[src/rtl/conv_weight_loader_pkg.sv]
// Shared types and sizing for the first-stage conv weight loader.
// Latency: n/a (declarations only).
// Backpressure: n/a.
package conv_weight_loader_pkg;

  localparam int CNT_W             = 7;
  localparam int KERNEL_NUM        = 81;
  localparam int BIAS_NUM          = 12;
  localparam int DEQUANT_SCALE_NUM = 24;

  // Kernel, bias and scale words are followed by a single requant config word.
  function automatic int weights_num(input int k, input int b, input int s);
    return k + b + s + 1;
  endfunction

  localparam int WEIGHTS_NUM = weights_num(KERNEL_NUM, BIAS_NUM, DEQUANT_SCALE_NUM);

  localparam int KERNEL_END = KERNEL_NUM;
  localparam int BIAS_END   = KERNEL_END + BIAS_NUM;
  localparam int SCALE_END  = BIAS_END + DEQUANT_SCALE_NUM;

  typedef enum logic [1:0] {LD_IDLE, LD_FETCH, LD_DRAIN, LD_DONE} ld_state_e;
  typedef enum logic [1:0] {RGN_KERNEL, RGN_BIAS, RGN_SCALE, RGN_CFG} rgn_e;

  function automatic rgn_e region_of(input logic [CNT_W-1:0] r,
                                     input logic [CNT_W-1:0] kend,
                                     input logic [CNT_W-1:0] bend,
                                     input logic [CNT_W-1:0] send);
    if (r < kend) return RGN_KERNEL;
    if (r < bend) return RGN_BIAS;
    if (r < send) return RGN_SCALE;
    return RGN_CFG;
  endfunction

endpackage

[src/rtl/weight_resp_router.sv]
// Steers each accepted response beat to kernel/bias/scale RAM or the config register.
// Latency: 1 cycle from beat to registered strobe, index and data.
// Backpressure: none; every accepted beat is written the following cycle.
module weight_resp_router
  import conv_weight_loader_pkg::*;
#(
  parameter int               DW   = 64,
  parameter logic [CNT_W-1:0] KEND = CNT_W'(KERNEL_END),
  parameter logic [CNT_W-1:0] BEND = CNT_W'(BIAS_END),
  parameter logic [CNT_W-1:0] SEND = CNT_W'(SCALE_END)
) (
  input  logic             clk,
  input  logic             rst_n,
  input  logic             beat_vld,
  input  logic [CNT_W-1:0] resp_cnt,
  input  logic [DW-1:0]    beat_dat,
  output logic [DW-1:0]    wr_data,
  output logic             kernel_we,
  output logic [6:0]       kernel_addr,
  output logic             bias_we,
  output logic [3:0]       bias_addr,
  output logic             scale_we,
  output logic [4:0]       scale_addr,
  output logic [DW-1:0]    cfg
);

  rgn_e rgn;
  assign rgn = region_of(resp_cnt, KEND, BEND, SEND);

  always_ff @(posedge clk or negedge rst_n) begin
    if (!rst_n) begin
      wr_data     <= '0;
      kernel_we   <= 1'b0;
      kernel_addr <= '0;
      bias_we     <= 1'b0;
      bias_addr   <= '0;
      scale_we    <= 1'b0;
      scale_addr  <= '0;
      cfg         <= '0;
    end else begin
      kernel_we <= beat_vld && (rgn == RGN_KERNEL);
      bias_we   <= beat_vld && (rgn == RGN_BIAS);
      scale_we  <= beat_vld && (rgn == RGN_SCALE);
      if (beat_vld) begin
        wr_data <= beat_dat;
        case (rgn)
          RGN_KERNEL: kernel_addr <= 7'(resp_cnt);
          RGN_BIAS:   bias_addr   <= 4'(resp_cnt - KEND);
          RGN_SCALE:  scale_addr  <= 5'(resp_cnt - BEND);
          default:    cfg         <= beat_dat;
        endcase
      end
    end
  end

endmodule

[src/rtl/conv_weight_loader.sv]
// Streams the first conv stage's weights from memory into kernel/bias/scale RAMs and cfg.
// Latency: RAM write 1 cycle after each response beat; done_o 1 cycle after the final beat.
// Backpressure: request held until granted; at most pMAX_OUTSTANDING reads in flight.
module conv_weight_loader
  import conv_weight_loader_pkg::*;
#(
  parameter logic [31:0] pWEIGHT_BASE_ADDR  = 32'h4000_0000,
  parameter int          pWEIGHT_DATA_WIDTH = 64,
  parameter int          pKERNEL_NUM        = KERNEL_NUM,
  parameter int          pBIAS_NUM          = BIAS_NUM,
  parameter int          pDEQUANT_SCALE_NUM = DEQUANT_SCALE_NUM,
  parameter int          pMAX_OUTSTANDING   = 4
) (
  input  logic                          clk,
  input  logic                          rst_n,
  input  logic                          start_i,
  output logic                          rd_req_o,
  output logic [31:0]                   rd_addr_o,
  input  logic                          rd_gnt_i,
  input  logic                          rd_data_valid_i,
  input  logic [pWEIGHT_DATA_WIDTH-1:0] rd_data_i,
  output logic [pWEIGHT_DATA_WIDTH-1:0] wr_data_o,
  output logic                          kernel_we_o,
  output logic [6:0]                    kernel_addr_o,
  output logic                          bias_we_o,
  output logic [3:0]                    bias_addr_o,
  output logic                          scale_we_o,
  output logic [4:0]                    scale_addr_o,
  output logic [pWEIGHT_DATA_WIDTH-1:0] cfg_o,
  output logic                          busy_o,
  output logic                          done_o,
  output logic                          weights_valid_o
);

  localparam int               N     = weights_num(pKERNEL_NUM, pBIAS_NUM, pDEQUANT_SCALE_NUM);
  localparam int               OW    = $clog2(pMAX_OUTSTANDING) + 1;
  localparam logic [CNT_W-1:0] N_C   = CNT_W'(N);
  localparam logic [OW-1:0]    MAX_C = OW'(pMAX_OUTSTANDING);

  ld_state_e        state, state_nxt;
  logic [CNT_W-1:0] req_cnt, req_nxt, resp_cnt, resp_nxt;
  logic [OW-1:0]    out_cnt, out_nxt;
  logic             wv_q, wv_nxt;
  logic             grant, beat_vld;

  always_ff @(posedge clk or negedge rst_n) begin
    if (!rst_n) begin
      state    <= LD_IDLE;
      req_cnt  <= '0;
      resp_cnt <= '0;
      out_cnt  <= '0;
      wv_q     <= 1'b0;
    end else begin
      state    <= state_nxt;
      req_cnt  <= req_nxt;
      resp_cnt <= resp_nxt;
      out_cnt  <= out_nxt;
      wv_q     <= wv_nxt;
    end
  end

  always_comb begin
    state_nxt = state;
    req_nxt   = req_cnt;
    resp_nxt  = resp_cnt;
    out_nxt   = out_cnt;
    wv_nxt    = wv_q;
    rd_req_o  = 1'b0;
    grant     = 1'b0;
    beat_vld  = 1'b0;
    case (state)
      LD_IDLE: begin
        if (start_i) begin
          state_nxt = LD_FETCH;
          req_nxt   = '0;
          resp_nxt  = '0;
          out_nxt   = '0;
          wv_nxt    = 1'b0;
        end
      end
      LD_FETCH, LD_DRAIN: begin
        rd_req_o = (state == LD_FETCH) && (req_cnt < N_C) && (out_cnt < MAX_C);
        grant    = rd_req_o && rd_gnt_i;
        beat_vld = rd_data_valid_i && (resp_cnt < N_C);
        if (grant)    req_nxt  = req_cnt + CNT_W'(1);
        if (beat_vld) resp_nxt = resp_cnt + CNT_W'(1);
        case ({grant, beat_vld})
          2'b10:   out_nxt = out_cnt + OW'(1);
          2'b01:   out_nxt = (out_cnt != '0) ? out_cnt - OW'(1) : out_cnt;
          default: out_nxt = out_cnt;
        endcase
        // Leave DRAIN on the cycle the last beat lands so done_o follows the final write directly.
        if (state == LD_FETCH && req_nxt == N_C) state_nxt = LD_DRAIN;
        if (state == LD_DRAIN && resp_nxt == N_C) begin
          state_nxt = LD_DONE;
          wv_nxt    = 1'b1;
        end
      end
      default: state_nxt = LD_IDLE;
    endcase
  end

  assign rd_addr_o = rd_req_o ? (pWEIGHT_BASE_ADDR + {{(32-CNT_W-3){1'b0}}, req_cnt, 3'b000}) : 32'h0;
  assign busy_o          = (state == LD_FETCH) || (state == LD_DRAIN);
  assign done_o          = (state == LD_DONE);
  assign weights_valid_o = wv_q;

  weight_resp_router #(
    .DW   (pWEIGHT_DATA_WIDTH),
    .KEND (CNT_W'(pKERNEL_NUM)),
    .BEND (CNT_W'(pKERNEL_NUM + pBIAS_NUM)),
    .SEND (CNT_W'(pKERNEL_NUM + pBIAS_NUM + pDEQUANT_SCALE_NUM))
  ) u_router (
    .clk         (clk),
    .rst_n       (rst_n),
    .beat_vld    (beat_vld),
    .resp_cnt    (resp_cnt),
    .beat_dat    (rd_data_i),
    .wr_data     (wr_data_o),
    .kernel_we   (kernel_we_o),
    .kernel_addr (kernel_addr_o),
    .bias_we     (bias_we_o),
    .bias_addr   (bias_addr_o),
    .scale_we    (scale_we_o),
    .scale_addr  (scale_addr_o),
    .cfg         (cfg_o)
  );

endmodule

[config.mk]
export PLATFORM = sky130hd
export DESIGN_NAME = conv_weight_loader
export DESIGN_NICKNAME = d
export VERILOG_FILES = /design/src/rtl/conv_weight_loader_pkg.sv /design/src/rtl/weight_resp_router.sv /design/src/rtl/conv_weight_loader.sv
export SDC_FILE = /design/constraint.sdc
export NUM_CORES = 1
export LEC_CHECK = 0
export ABC_AREA = 1
export CAP_MARGIN = 20
export CELL_PAD_IN_SITES_DETAIL_PLACEMENT = 1
export CELL_PAD_IN_SITES_GLOBAL_PLACEMENT = 2
export CORE_ASPECT_RATIO = 1.2
export CORE_UTILIZATION = 26
export CTS_CLUSTER_SIZE = 20
export DETAILED_ROUTE_END_ITERATION = 7
export GPL_TIMING_DRIVEN = 0
export PLACE_DENSITY = 0.9
export RECOVER_POWER = 50
export REMOVE_ABC_BUFFERS = 1
export SLEW_MARGIN = 20
export SYNTH_ARGS = -nofsm -noshare
export SYNTH_HDL_FRONTEND = slang
export SYNTH_SLANG_ARGS = --single-unit
[constraint.sdc]
create_clock -name clk -period 2.63 [get_ports clk]
set_input_delay 0.263 -clock clk [delete_from_list [all_inputs] [get_ports clk]]
set_output_delay 0.263 -clock clk [all_outputs]
set_load 0.03 [all_outputs]
# Word level (Yosys, flattened, before mapping)

Index checks and enable logic that the tools add are counted.

Flip-flop bits (word level): 167
Bits of input ports: 69
Output and inout bits: 183

Multiplexer cells: 33
Add/sub/neg operators: 7
Equality and inequality tests: 14
$lt $le $gt $ge: 6
Bitwise gates (word level): 1
Reduce and logical (&&, ||, !) cells: 24

Operators by type and width:

| kind                                                                  | count |
|---|---|
| 7-bit less-than comparator, second input constant                     | 5 |
| 7-bit 2-to-1 mux                                                      | 5 |
| 31-bit by 10-bit adder with 32-bit output, first input constant       | 1 |
| 32-bit 2-to-1 mux                                                     | 1 |
| 7-bit case mux with 2 select lines                                    | 2 |
| 2-bit 2-to-1 mux                                                      | 9 |
| 7-bit by 1-bit adder with 7-bit output, second input constant         | 2 |
| 7-bit equality test, second input constant                            | 2 |
| 3-bit case mux with 2 select lines                                    | 2 |
| 2-bit AND reduction                                                   | 6 |
| 1-bit 2-to-1 mux                                                      | 10 |
| 1-bit logical AND                                                     | 9 |
| 2-bit equality test, second input constant                            | 4 |
| 2-bit by 1-bit equality test with 1-bit output, second input constant | 3 |
| 3-bit 2-to-1 mux                                                      | 2 |
| 3-bit != test, second input constant                                  | 2 |
| 5-bit subtractor, second input constant                               | 1 |
| 2-bit logical NOT                                                     | 2 |
| 2-bit != test, second input constant                                  | 2 |
| 2-bit case mux with 2 select lines                                    | 1 |
| 4-bit AND reduction                                                   | 1 |
| 4-bit by 1-bit subtractor with 4-bit output, second input constant    | 1 |
| 3-bit by 1-bit adder with 3-bit output, second input constant         | 1 |
| 3-bit less-than comparator, second input constant                     | 1 |
| other kinds (10)                                                      | 10 |

# Depth between registers and ports, before layout

Gate-level depths: netlist of run 1.

Word-level depth: 12
Gate-level depth with buffers: 16
Mapped depth without buffers: 15

# Hierarchy

A second synthesis of run 1 with hierarchy kept.

Cell total of the unflattened synthesis: 821
Area total of the unflattened synthesis: 7727.4 um^2

Modules (own cells, without submodules):

| module             | area each (um^2) | cells an instance | times used | seq. area each (um^2) |
|---|---|---|---|---|
| weight_resp_router | 5965.7           | 591               | 1          | 3678.5 |
| conv_weight_loader | 1761.7           | 230               | 1          | 500.5 |

# Worst setup path after synthesis of run 1

No wires, ideal clock.

Path kind: flip-flop to output port
Start: register state[0]
End: output port rd_addr_o[3]
Buffers on the path: 1
Arrival time: 2477 ps
Stages on the path, launching flop included: 8
Setup slack: -110 ps
Cell sequence: dfrtp_1 > inv_1 > ha_1 > buf_2 > inv_1 > nor2_1 > inv_1 > nor2_1

Word-level cells in the longest chain between the ends: 5

RTL lines:

| what                                           | line                                               | RTL |
|---|---|---|
| start, declared                                | conv_weight_loader.sv:40                           | `ld_state_e state, state_nxt;` |
| start signal, assigned                         | conv_weight_loader.sv:54                           | `state <= state_nxt;` |
| 2-bit by 1-bit equality test with 1-bit output | conv_weight_loader.sv:71, conv_weight_loader.sv:82 |  |
| 1-bit logical AND (2 in series)                | conv_weight_loader.sv:82                           | `rd_req_o = (state == LD_FETCH) && (req_cnt < N_C) && (out_cnt < MAX_C);` |
| 1-bit 2-to-1 mux *                             | conv_weight_loader.sv:71                           | `case (state)` |
| net rd_req_o                                   | conv_weight_loader.sv:17                           | `output logic rd_req_o,` |
| 32-bit 2-to-1 mux *                            | conv_weight_loader.sv:103                          | `assign rd_addr_o = rd_req_o ? (pWEIGHT_BASE_ADDR + {{(32-CNT_W-3){1'b0}}, req_cnt, 3'b000}) : 32'h0;` |
| end, declared                                  | conv_weight_loader.sv:18                           | `output logic [31:0] rd_addr_o,` |

Mark *: on every way through the listed nets, which the timed path passes. The rest lies on a longest branch.

# Final worst setup path of run 1

Start: register state[1]
End: output port rd_addr_o[7]

Word-level cells in the longest chain between the ends: 5

RTL lines:

| what                                           | line |
|---|---|
| 2-bit by 1-bit equality test with 1-bit output | conv_weight_loader.sv:71, conv_weight_loader.sv:82 |
| 1-bit logical AND (2 in series)                | conv_weight_loader.sv:82 |
| 1-bit 2-to-1 mux *                             | conv_weight_loader.sv:71 |
| 32-bit 2-to-1 mux *                            | conv_weight_loader.sv:103 |

Mark *: on every way between the ends. The rest lies on a longest branch, timed or not.

==> results.tsv, run 1 <==
stage	metric	value	unit
status	status	finished, final reports clean	
final_layout	fin_nets	1100	
power_and_ir_drop	total_power	10.7	mW
clocking	numClockSinks	167	
timing	hold_viol	0	
min_path	worstHoldPathType	in -> reg	
worst_setup_path	crit_path_end_kind	output port	
detailed_routing	post_drt_wl_per_cell	15.0	µm
placed_design	gp_congestion	0.788	
timing	final.min_clock_period	2.43	ns
clocking	cts_buffers	17	
detailed_routing	via_count	6035	
final_layout	syn_to_final_growth	43.2	%
yosys	synth-seq-area-share	57.1	%
yosys	synth_area_leaders	dfrtp_1, nand2_1, o21ai_0	
die	die_x	155	µm
detailed_routing	drtPass1Iterations	4	
timing	relSlewSlack	6.05	%
yosys	synthCells	799	
timing	period_share	92.6	%
yosys	synth_area	0.00731	mm²
worst_setup_path	cp.arrival	2.17	ns
timing	rsz0062_at_grt	false	
global_routing	grt_max_degree	121	
die	core	0.0274	mm²
timing	worst_slew_pin_slew	1.41	ns
global_routing	antenna_found_initial	0	
die	start_util	26.7	%
yosys	syn_avg_cell_area	9.15	µm²
placed_design	dp_hpwl	14.9	mm
placed_design	portBuffers	227	
detailed_routing	routed_wl	21.2	mm
timing	setup_viol_count_final	0	
yosys	ys_types	36	
clocking	clkLatencyLatePin	0.43	ns
yosys	yosys_warnings	0	
clocking	clockRootBuffer	clkbuf_16	
flow_run	drv_cap	0	
yosys	synth_seq_cells	167	
worst_setup_path	required	2.37	ns
clocking	clock_path_buffers	2	
worst_setup_path	critPathKind	reg -> out	
die	die_height	186	µm
power_and_ir_drop	power_density	1020	mW/mm²
die	placementRows	66	
timing	fin_skew	0.0120	ns
detailed_routing	drc	0	
die	dieArea	0.0288	mm²
power_and_ir_drop	ir_drop	426	µV
timing	tns	0	ns
detailed_routing	vias_per_cell	4.28	
global_routing	grt-ovfl-total	0	
final_layout	drive_gt1_share	7.73	%
global_routing	grt_use_total	15.1	%
worst_setup_path	startpoint_type	flop	
power_and_ir_drop	leakagePower	5.13	nW
timing	slew_violations	0	
clocking	cts_tree	yes	
final_layout	antenna_cells	0	
timing	fmax	411	MHz
global_routing	grt_pass1_vias	6272	
die	ios	252	
yosys	synth.largest_area_cell	dfrtp_1	
detailed_routing	ant_nets	0	
clocking	cts_htree_levels	4	
global_routing	grt_pass1_wl	33.6	mm
worst_setup_path	crit_path_max_fanout	7	
detailed_routing	drtIter0Drc	213	
yosys	synth_top_cell_area_share	57.1	%
clocking	clk_pin_slew	0.07	ns
-- worst paths after layout --
check	startpoint	depth (start not counted)	slack [ns]	to
worst max-delay path	state[1]	7	0.20	rd_addr_o[7]
worst min-delay path	rd_data_i[63]	3	0.40	u_router.wr_data[63]
worst max register to register	resp_cnt[3]	7	0.20	u_router.cfg[4]
worst min register to register	u_router.wr_data[7]	2	0.47	u_router.wr_data[7]
max in group asynchronous	rst_n	4	0.64	u_router.wr_data[39]
min in group asynchronous	rst_n	2	0.70	u_router.cfg[14]
-- registers in the layout, indices dropped and copies added, names as in the netlist --
register and count:
u_router.cfg 64, u_router.bias_addr 4, u_router.scale_addr 5, u_router.kernel_we 1
u_router.wr_data 64, req_cnt 7, resp_cnt 7, weights_valid_o 1
state 2, u_router.scale_we 1, out_cnt 3, u_router.bias_we 1
u_router.kernel_addr 7
-- logic make-up after synthesis --
family / synth area share, %
other cells: 0.0513
xor+xnor: 0.958
fa+ha+maj: 1.64
flops: 57.1
buf+inv: 10.3
compound gates: 10.4
simple gates: 17.9
mux: 1.54
-- routing by layer --
metal	wire [µm]	share of wire [%]	vias to the layer above	track usage (%)
met5	0	0	-	0
met4	362	1.7	0	5.27
met3	1180	5.6	22	3.63
met2	10500	50	185	26.3
met1	9140	43	2907	18.0
li1	-	-	2921	-
-- area by class of cell --
class	count	area [µm²]
multi-input combinational	501	2500
sequential	167	4180
timing repair buffer	238	2360
inverter	97	375
clock buffer	18	439
tap	374	468
fill	3204	16900
clock inverter	14	141
-- per-stage QoR --
step	cell area [µm²]	std cells	worst slack [ns]	hold WS, ns	util (%)
after CTS	10500	1404	0.0178	0.342	38.2
after global placement	9750	1366	-5.95	0.455	35.6
after detailed placement	9830	1368	-0.272	0.213	35.8
after floorplan	7010	765	-0.547	-0.0326	-
final	10500	1409	0.195	0.399	38.2
after global routing	10500	1409	0.00351	0.392	38.2
-- cell usage after synthesis (all sizes together) --
| cell | instances |
|---|---|
| fa | 1 |
| nor3 | 4 |
| ha | 8 |
| a21o | 1 |
| mux2 | 10 |
| buf | 50 |
| nor2 | 42 |
| inv | 97 |
| nand4 | 9 |
| xor2 | 5 |
| conb | 1 |
| a31o | 1 |
| o211ai | 1 |
| a21oi | 9 |
| xnor2 | 3 |
| clkbuf | 7 |
| or2 | 1 |
| nand2 | 220 |
| dfrtp | 167 |
| o22ai | 8 |
| nand3 | 26 |
| o21ai | 128 |
-- critical path, cell delays in order (launching register included) --
cell and delay [ns]:
dfrtp_2 0.41, inv_1 0.10, ha_4 0.33, clkinvlp_4 0.19, nor2_2 0.18, inv_1 0.13, nor2_1 0.10, clkdlybuf4s15_2 0.30
-- power by group --
part	switching [mW]	leakage [nW]	total, mW	internal (mW)
clock	1.13	0.277	2.49	1.36
combinational	2.95	2.64	4.59	1.65
sequential	0.411	2.21	3.61	3.20
-- repair_timing --
action                                  CTS  global route
endpoints found under the hold margin    53             0
buffers inserted                          3             5
resized for setup                        30            16
pin swaps                                 1             1
endpoints found under the setup margin   92            23
hold buffers                              1             0
-- layout by cell type, fill, tap and decap left out, types with 4 or more instances in the layout --
master and instances:
nand2_1 216, dfrtp_1 165, clkdlybuf4s50_1 138, o21ai_0 115
inv_1 91, dlygate4sd3_1 80, nor2_1 34, conb_1 24
nand3_1 21, clkbuf_16 17, o21ai_1 13, mux2_1 10
nand4_1 9, a21oi_1 8, o22ai_1 8, buf_4 8
ha_1 7, buf_2 6, xor2_1 5, clkinvlp_4 4
inv_2 4, nor2_4 4, nand3_2 4, clkinv_4 4
No activity file was read; power rests on OpenSTA's default activity.
==> inputs of run 2 (changes only) <==
- CORE_MARGIN: not set -> 8
==> run 2 against run 1 <==
Effect of this change: the flow now finishes with violations (max-capacitance violations, max-slew violations); via count grew 0.83%; final cell count is essentially flat; non-clock buffer count shrank 4; clock skew grew 0.0034 ns; sequential power is essentially flat; utilization shrank 0.71 points; design area shrank 0.37%; largest cell class unchanged; highest routed layer is now met5.
==> results.tsv, run 2 (same netlist as run 1, synthesis figures left out) <==
stage	metric	value	unit
placed_design	dp_hpwl	16.8	mm
global_routing	grt_use_total	13.6	%
final_layout	drive_gt1_share	7.66	%
worst_setup_path	slowest_stage	mux2_1	
final_layout	layout_common_cells	nand2_1, dfrtp_1, clkdlybuf4s50_1	
final_layout	top_regs	u_router.cfg x64, u_router.wr_data x64	
clocking	cts_tree	yes	
worst_setup_path	cp.arrival	2.77	ns
placed_design	portBuffers	227	
clocking	clockRootBuffer	clkbuf_16	
flow_run	drv_cap	1	
detailed_routing	drc	0	
placed_design	dp.cells	1372	
placed_design	gp_congestion	0.801	
worst_setup_path	worstReg2RegEnd	u_router.cfg[7]	
global_routing	grt_pass1_wl	35.8	mm
worst_setup_path	crit_chain	inv_1, ha_4, clkinvlp_4, nor2_8, nand2_8, mux2_1	
detailed_routing	routed_wl	23.3	mm
worst_setup_path	reg2reg_slack	0.16	ns
power_and_ir_drop	leakagePower	5.09	nW
clocking	cts_htree_levels	4	
final_layout	final_common_cell	nand2_1	
worst_setup_path	crit_path_max_fanout	118	
status	status	finished, violations left	
min_path	hold_start	rd_data_i[48]	
global_routing	grt_pass1_vias	6363	
clocking	clk_pin_slew	0.07	ns
detailed_routing	drtPass1Iterations	4	
clocking	numClockSinks	167	
final_layout	final_cells	1410	
detailed_routing	post_drt_wl_per_cell	16.5	µm
timing	tns	0	ns
timing	setup_viol_count_final	0	
die	die_x	169	µm
timing	hold_viol	0	
clocking	clkLatencyLatePin	0.43	ns
clocking	cts_buffers	17	
die	die_height	200	µm
die	core	0.0278	mm²
timing	relSlewSlack	-26.1	%
timing	fmax	405	MHz
power_and_ir_drop	power_density	1020	mW/mm²
die	dieArea	0.0338	mm²
global_routing	grt-ovfl-total	0	
timing	worst_slew_pin_slew	1.89	ns
worst_setup_path	crit_path_end_kind	flop	
worst_setup_path	r2r_cells	6	
die	start_util	26.3	%
power_and_ir_drop	ir_drop	466	µV
worst_setup_path	startpoint_type	flop	
final_layout	antenna_cells	0	
timing	fin_skew	0.0154	ns
global_routing	grt_max_degree	121	
timing	period_share	93.9	%
detailed_routing	via_count	6085	
timing	final.min_clock_period	2.47	ns
detailed_routing	ant_nets	0	
min_path	whs_path_depth	3	
die	placementRows	67	
timing	whs	0.408	ns
timing	slew_violations	77	
timing	rsz0062_at_grt	true	
min_path	worstHoldPathType	in -> reg	
status	violations	max-capacitance violations, max-slew violations	
final_layout	fin_nets	1096	
detailed_routing	drtIter0Drc	281	
final_layout	post-route-util	37.5	%
worst_setup_path	r2r_start	state[1]	
clocking	clock_path_buffers	2	
die	ios	252	
worst_setup_path	slowest_delay	0.50	ns
worst_setup_path	critPathKind	reg -> reg	
min_path	whs_endpoint	u_router.cfg[48]	
detailed_routing	vias_per_cell	4.32	
worst_setup_path	required	2.93	ns
final_layout	fill_cells	3213	
final_layout	syn_to_final_growth	42.6	%
global_routing	antenna_found_initial	1	
run 2: cell types whose count changed in the layout (fill, tap and decap cells not counted), sizes merged:
cell	delta
clkdlybuf4s50	+7
inv	-2
buf	-2
clkinv	+1
dlygate4sd3	-7
clkdlybuf4s15	-1
bufinv	+1
clkbuf	-1
run 2: worst max-delay path: cells and delay by family (launching register included):
family / cells / cell delay, ns
AND/OR/NAND/NOR: 2 / 0.61
multiplexers: 1 / 0.50
flip-flops: 1 / 0.42
adder cells (fa/ha/maj): 1 / 0.36
buffers and inverters: 2 / 0.33
run 2: how the worst max path moves through the flow:
stage	from	end	slack, ns	depth (start not counted)
after floorplan	state[0]	rd_addr_o[3]	-0.55	6
after global placement	rst_n	u_router.wr_data[20]	-6.06	1
after detailed placement	state[0]	u_router.kernel_addr[5]	-0.50	8
after CTS	state[0]	rd_addr_o[4]	0.002	7
after global routing	state[0]	u_router.scale_addr[2]	-0.05	8
final	state[1]	u_router.cfg[7]	0.16	6
run 2: stage by stage:
| stage | setup slack, ns | power (mW) | area, µm² |
|---|---|---|---|
| 3_3_place_gp | -6.06 | 8.07 | 9760 |
| 6_report | 0.162 | 10.6 | 10400 |
| 5_1_grt | -0.0454 | 11.3 | 10400 |
| 4_1_cts | 0.00208 | 10.9 | 10500 |
| 2_1_floorplan | -0.547 | 6.17 | 7010 |
| 3_5_place_dp | -0.501 | 8.23 | 9800 |
run 2: area by class of cell:
type                            instances  area (µm²)  share of cell area [%]
Timing Repair Buffer                  234        2300                    22.1
Clock inverter                         14         146                    1.40
Sequential cell                       167        4180                    40.1
Tap cell                              379         474                    4.55
Multi-Input combinational cell        501        2510                    24.1
Inverter                               97         382                    3.66
Clock buffer                           18         429                    4.11
run 2: report_power, final:
group,internal [mW],switching (mW),total [mW]
Sequential,3.20,0.400,3.60
Combinational,1.59,2.93,4.52
Clock,1.33,1.15,2.49
run 2: timing repair:
item,CTS,global route
endpoints found under the setup margin,152,23
buffers inserted,5,0
endpoints found under the hold margin,76,0
hold buffers,1,0
pin swaps,1,2
resized for setup,33,18
run 2: per-layer routing:
layer / GRT usage, % / wire length, µm / vias up
met3: 3.13 / 1290 / 23
met5: 0 / 12 / -
li1: - / - / 2917
met1: 16.4 / 10000 / 2962
met4: 4.07 / 286 / 2
met2: 23.9 / 11700 / 181
==> edit (settings of run 2) <==
`pMAX_OUTSTANDING`: 4 -> 2.
--- a/src/rtl/conv_weight_loader.sv
+++ b/src/rtl/conv_weight_loader.sv
@@ -10,5 +10,5 @@
   parameter int          pBIAS_NUM          = BIAS_NUM,
   parameter int          pDEQUANT_SCALE_NUM = DEQUANT_SCALE_NUM,
-  parameter int          pMAX_OUTSTANDING   = 4
+  parameter int          pMAX_OUTSTANDING   = 2
 ) (
   input  logic                          clk,
Behaviour: not the same (a bounded check fails within 4 cycles, from zero or initial values and one cycle with rst_n low).
==> edit against run 2 <==
The flow still finishes with violations (capacitance limit, slew limit); synthesized area down 1.5%; global-route usage down 0.093 points; sequential cell count fell by 1; worst hold slack improved by 0.0065 ns; final cell count down 2.0%; worst setup slack better by 0.051 ns; die area fell by 1.3%; power is 0.29% lower; non-clock buffer count rose by 4; clock skew down 0.0029 ns; cell area decreased by 0.54%; wire length decreased by 3.1%; register-to-register slack improved by 0.06 ns.
==> edit: results (changes against run 2) <==
buffer depth of the longest clock path=2 (unchanged); initial antenna violation count=1 (unchanged); worst hold stages=3 (unchanged); vias in the first global route=6371 (was 6363); share of flip-flops with an asynchronous set or reset=1.000 (unchanged); clock root buffer master=clkbuf_16 (unchanged); largest net degree at the start of global routing=97 (was 121); largest registers=u_router.cfg x64, u_router.wr_data x64 (unchanged); sequential cell area fraction in the yosys report=0.5764 (was 0.5713); most frequent cells after synthesis=nand2_1, dfrtp_1, o21ai_0 (unchanged); worst clock skew=0.01251 ns (was 0.01537 ns); detailed placer's ending HPWL=16.78 mm (was 16.79 mm); nets=1107 (was 1096); initial DRC count=344 (was 281); RR Startpoint=state[0] (was state[1]); post-synthesis compound-gate area fraction=0.1219 (was 0.1043); ANT cells=0 (unchanged); MaxCap Viol Count=1 (unchanged); fillcell total=3173 (was 3213); Total GRT Usage=0.1350 (was 0.1359); status=finished, violations left (unchanged); H-tree depth=4 (unchanged); failing checks=capacitance limit, slew limit (unchanged); Worst-Margin Slew=1.909 ns (was 1.891 ns); CP arrival=2.15 ns (was 2.77 ns); layout cells sized above 1=0.06718 (was 0.07662); Post-Synth XOR/XNOR Area=0.007292 (was 0.009579); I/O Buffers=227 (unchanged); mux contribution to synthesized area=0.002083 (was 0.01540); class of the worst hold path=input pin to flop (unchanged); Adder-Cell Fraction of Synth Area=0.01389 (was 0.01642); Worst-Skew Late Latency=0.42 ns; Slew Limit Fails=71 (was 77); WL per Instance=16.32 µm (was 16.50 µm); Yosys cell types=32 (was 36); Syn. warnings=0 (unchanged); dpl ws=-0.2401 ns (was -0.5013 ns); Hold Path End=u_router.wr_data[39] (was u_router.cfg[48]); R2R Setup Slk=0.22 ns (was 0.16 ns); HP Start=rd_data_i[39] (was rd_data_i[48]); Max stage delay cell, worst path=dfrtp_2 (was mux2_1); gpl congestion=0.7698 (was 0.8010); Worst R2R End=u_router.scale_addr[2] (was u_router.cfg[7]); CP Max Fanout=10 (was 118); Area contributors post-synth=dfrtp_1, nand2_1, o21ai_0 (unchanged); Internal Pwr Total=6.204 mW (was 6.124 mW); CTS Buf Count=17 (unchanged); Synth Flop Type=dfrtp_1 (unchanged); first-pass GRT wire length=35.85 mm (was 35.79 mm); Worst R2R Path Depth=8 (was 6); Vias=6040 (was 6085); Max stage delay on crit path=0.41 ns (was 0.50 ns); Pre-Repair DR Iteration Count=4 (unchanged); worst vdd rail ir drop=0.0005321 V (was 0.0004665 V); Lkg Pwr=5.097 nW (was 5.087 nW); CTS clk-pin slew, worst paths=0.07 ns (about the same)
==> edit: cell types whose count changed after synthesis, sizes merged, moves of 5 or more <==
cell,before,now
o21ai,128,143
inv,97,111
nand2,220,206
mux2,10,1
nand3,26,20
a21oi,9,14
nor2,42,47
==> edit: worst max-delay path by stage <==
stage,start,end,slack (ns),depth (start not counted)
6_report,state[0],rd_addr_o[4],0.21,7
5_1_grt,state[0],u_router.scale_addr[1],0.03,10
4_1_cts,state[0],rd_addr_o[7],0.004,7
3_5_place_dp,state[0],u_router.scale_addr[2],-0.24,8
3_3_place_gp,rst_n,u_router.cfg[52],-5.84,1
2_1_floorplan,state[0],u_router.cfg[0],-0.76,6
==> edit: cell families after synthesis <==
group	after synthesis
AND/OR/NAND/NOR	286
AO/OA/AOI/OAI	171
flip-flops	166
XOR/XNOR	6
multiplexers	1
other	1
buffers and inverters	170
adder cells (fa/ha/maj)	8
==> edit: power by group through the flow <==
stage	Sequential (mW)	Clock, mW	Combinational, mW
6_report	3.57	2.51	4.50
5_1_grt	3.66	2.70	4.90
4_1_cts	3.59	2.61	4.63
3_5_place_dp	3.64	0	4.54
3_3_place_gp	3.62	0	4.40
2_1_floorplan	4.67	0	1.46
==> edit: area by class of cell <==
| cell class | instances | area share |
|---|---|---|
| Clock inverter | 13 | 0.01447 |
| Clock buffer | 18 | 0.04136 |
| Tap cell | 340 | 0.04100 |
| Timing Repair Buffer | 238 | 0.2301 |
| Inverter | 111 | 0.04100 |
| Multi-Input combinational cell | 496 | 0.2316 |
| Sequential cell | 166 | 0.4005 |
==> edit: what timing repair did <==
action	4_1_cts	5_1_grt
hold endpoints to repair	70	0
buffers inserted	3	3
gates cloned	0	0
gates resized for setup	34	13
setup endpoints to repair	25	18
pin swaps	1	0
hold buffers	1	0
==> edit: per-stage QoR <==
stage / instances / TNS [ns] / cell area, µm² / hold WS, ns / util
2_1_floorplan: 773 / -53.56 / 6932 / -0.03259 / -
3_3_place_gp: 1340 / -1162.30 / 9629 / 0.4650 / 0.3544
3_5_place_dp: 1344 / -2.026 / 9752 / 0.2773 / 0.3589
4_1_cts: 1379 / 0 / 10390 / 0.3932 / 0.3825
5_1_grt: 1382 / 0 / 10380 / 0.4117 / 0.3819
6_report: 1382 / 0 / 10380 / 0.4149 / 0.3819
==> edit: critical path: cells and delay by family (launching register included) <==
| kind | cells | cell delay [ns] |
|---|---|---|
| buf+inv | 4 | 0.68 |
| flops | 1 | 0.41 |
| fa+ha+maj | 1 | 0.35 |
| simple gates | 2 | 0.28 |
==> edit: layer usage <==
metal  up-vias  GRT usage  wire length [µm]
met3        13    0.03709              1403
met4         2    0.03344               202
met2       172     0.2402             11460
met1      2910     0.1586              9474
li1       2943          -                 -
met5         -          0                12
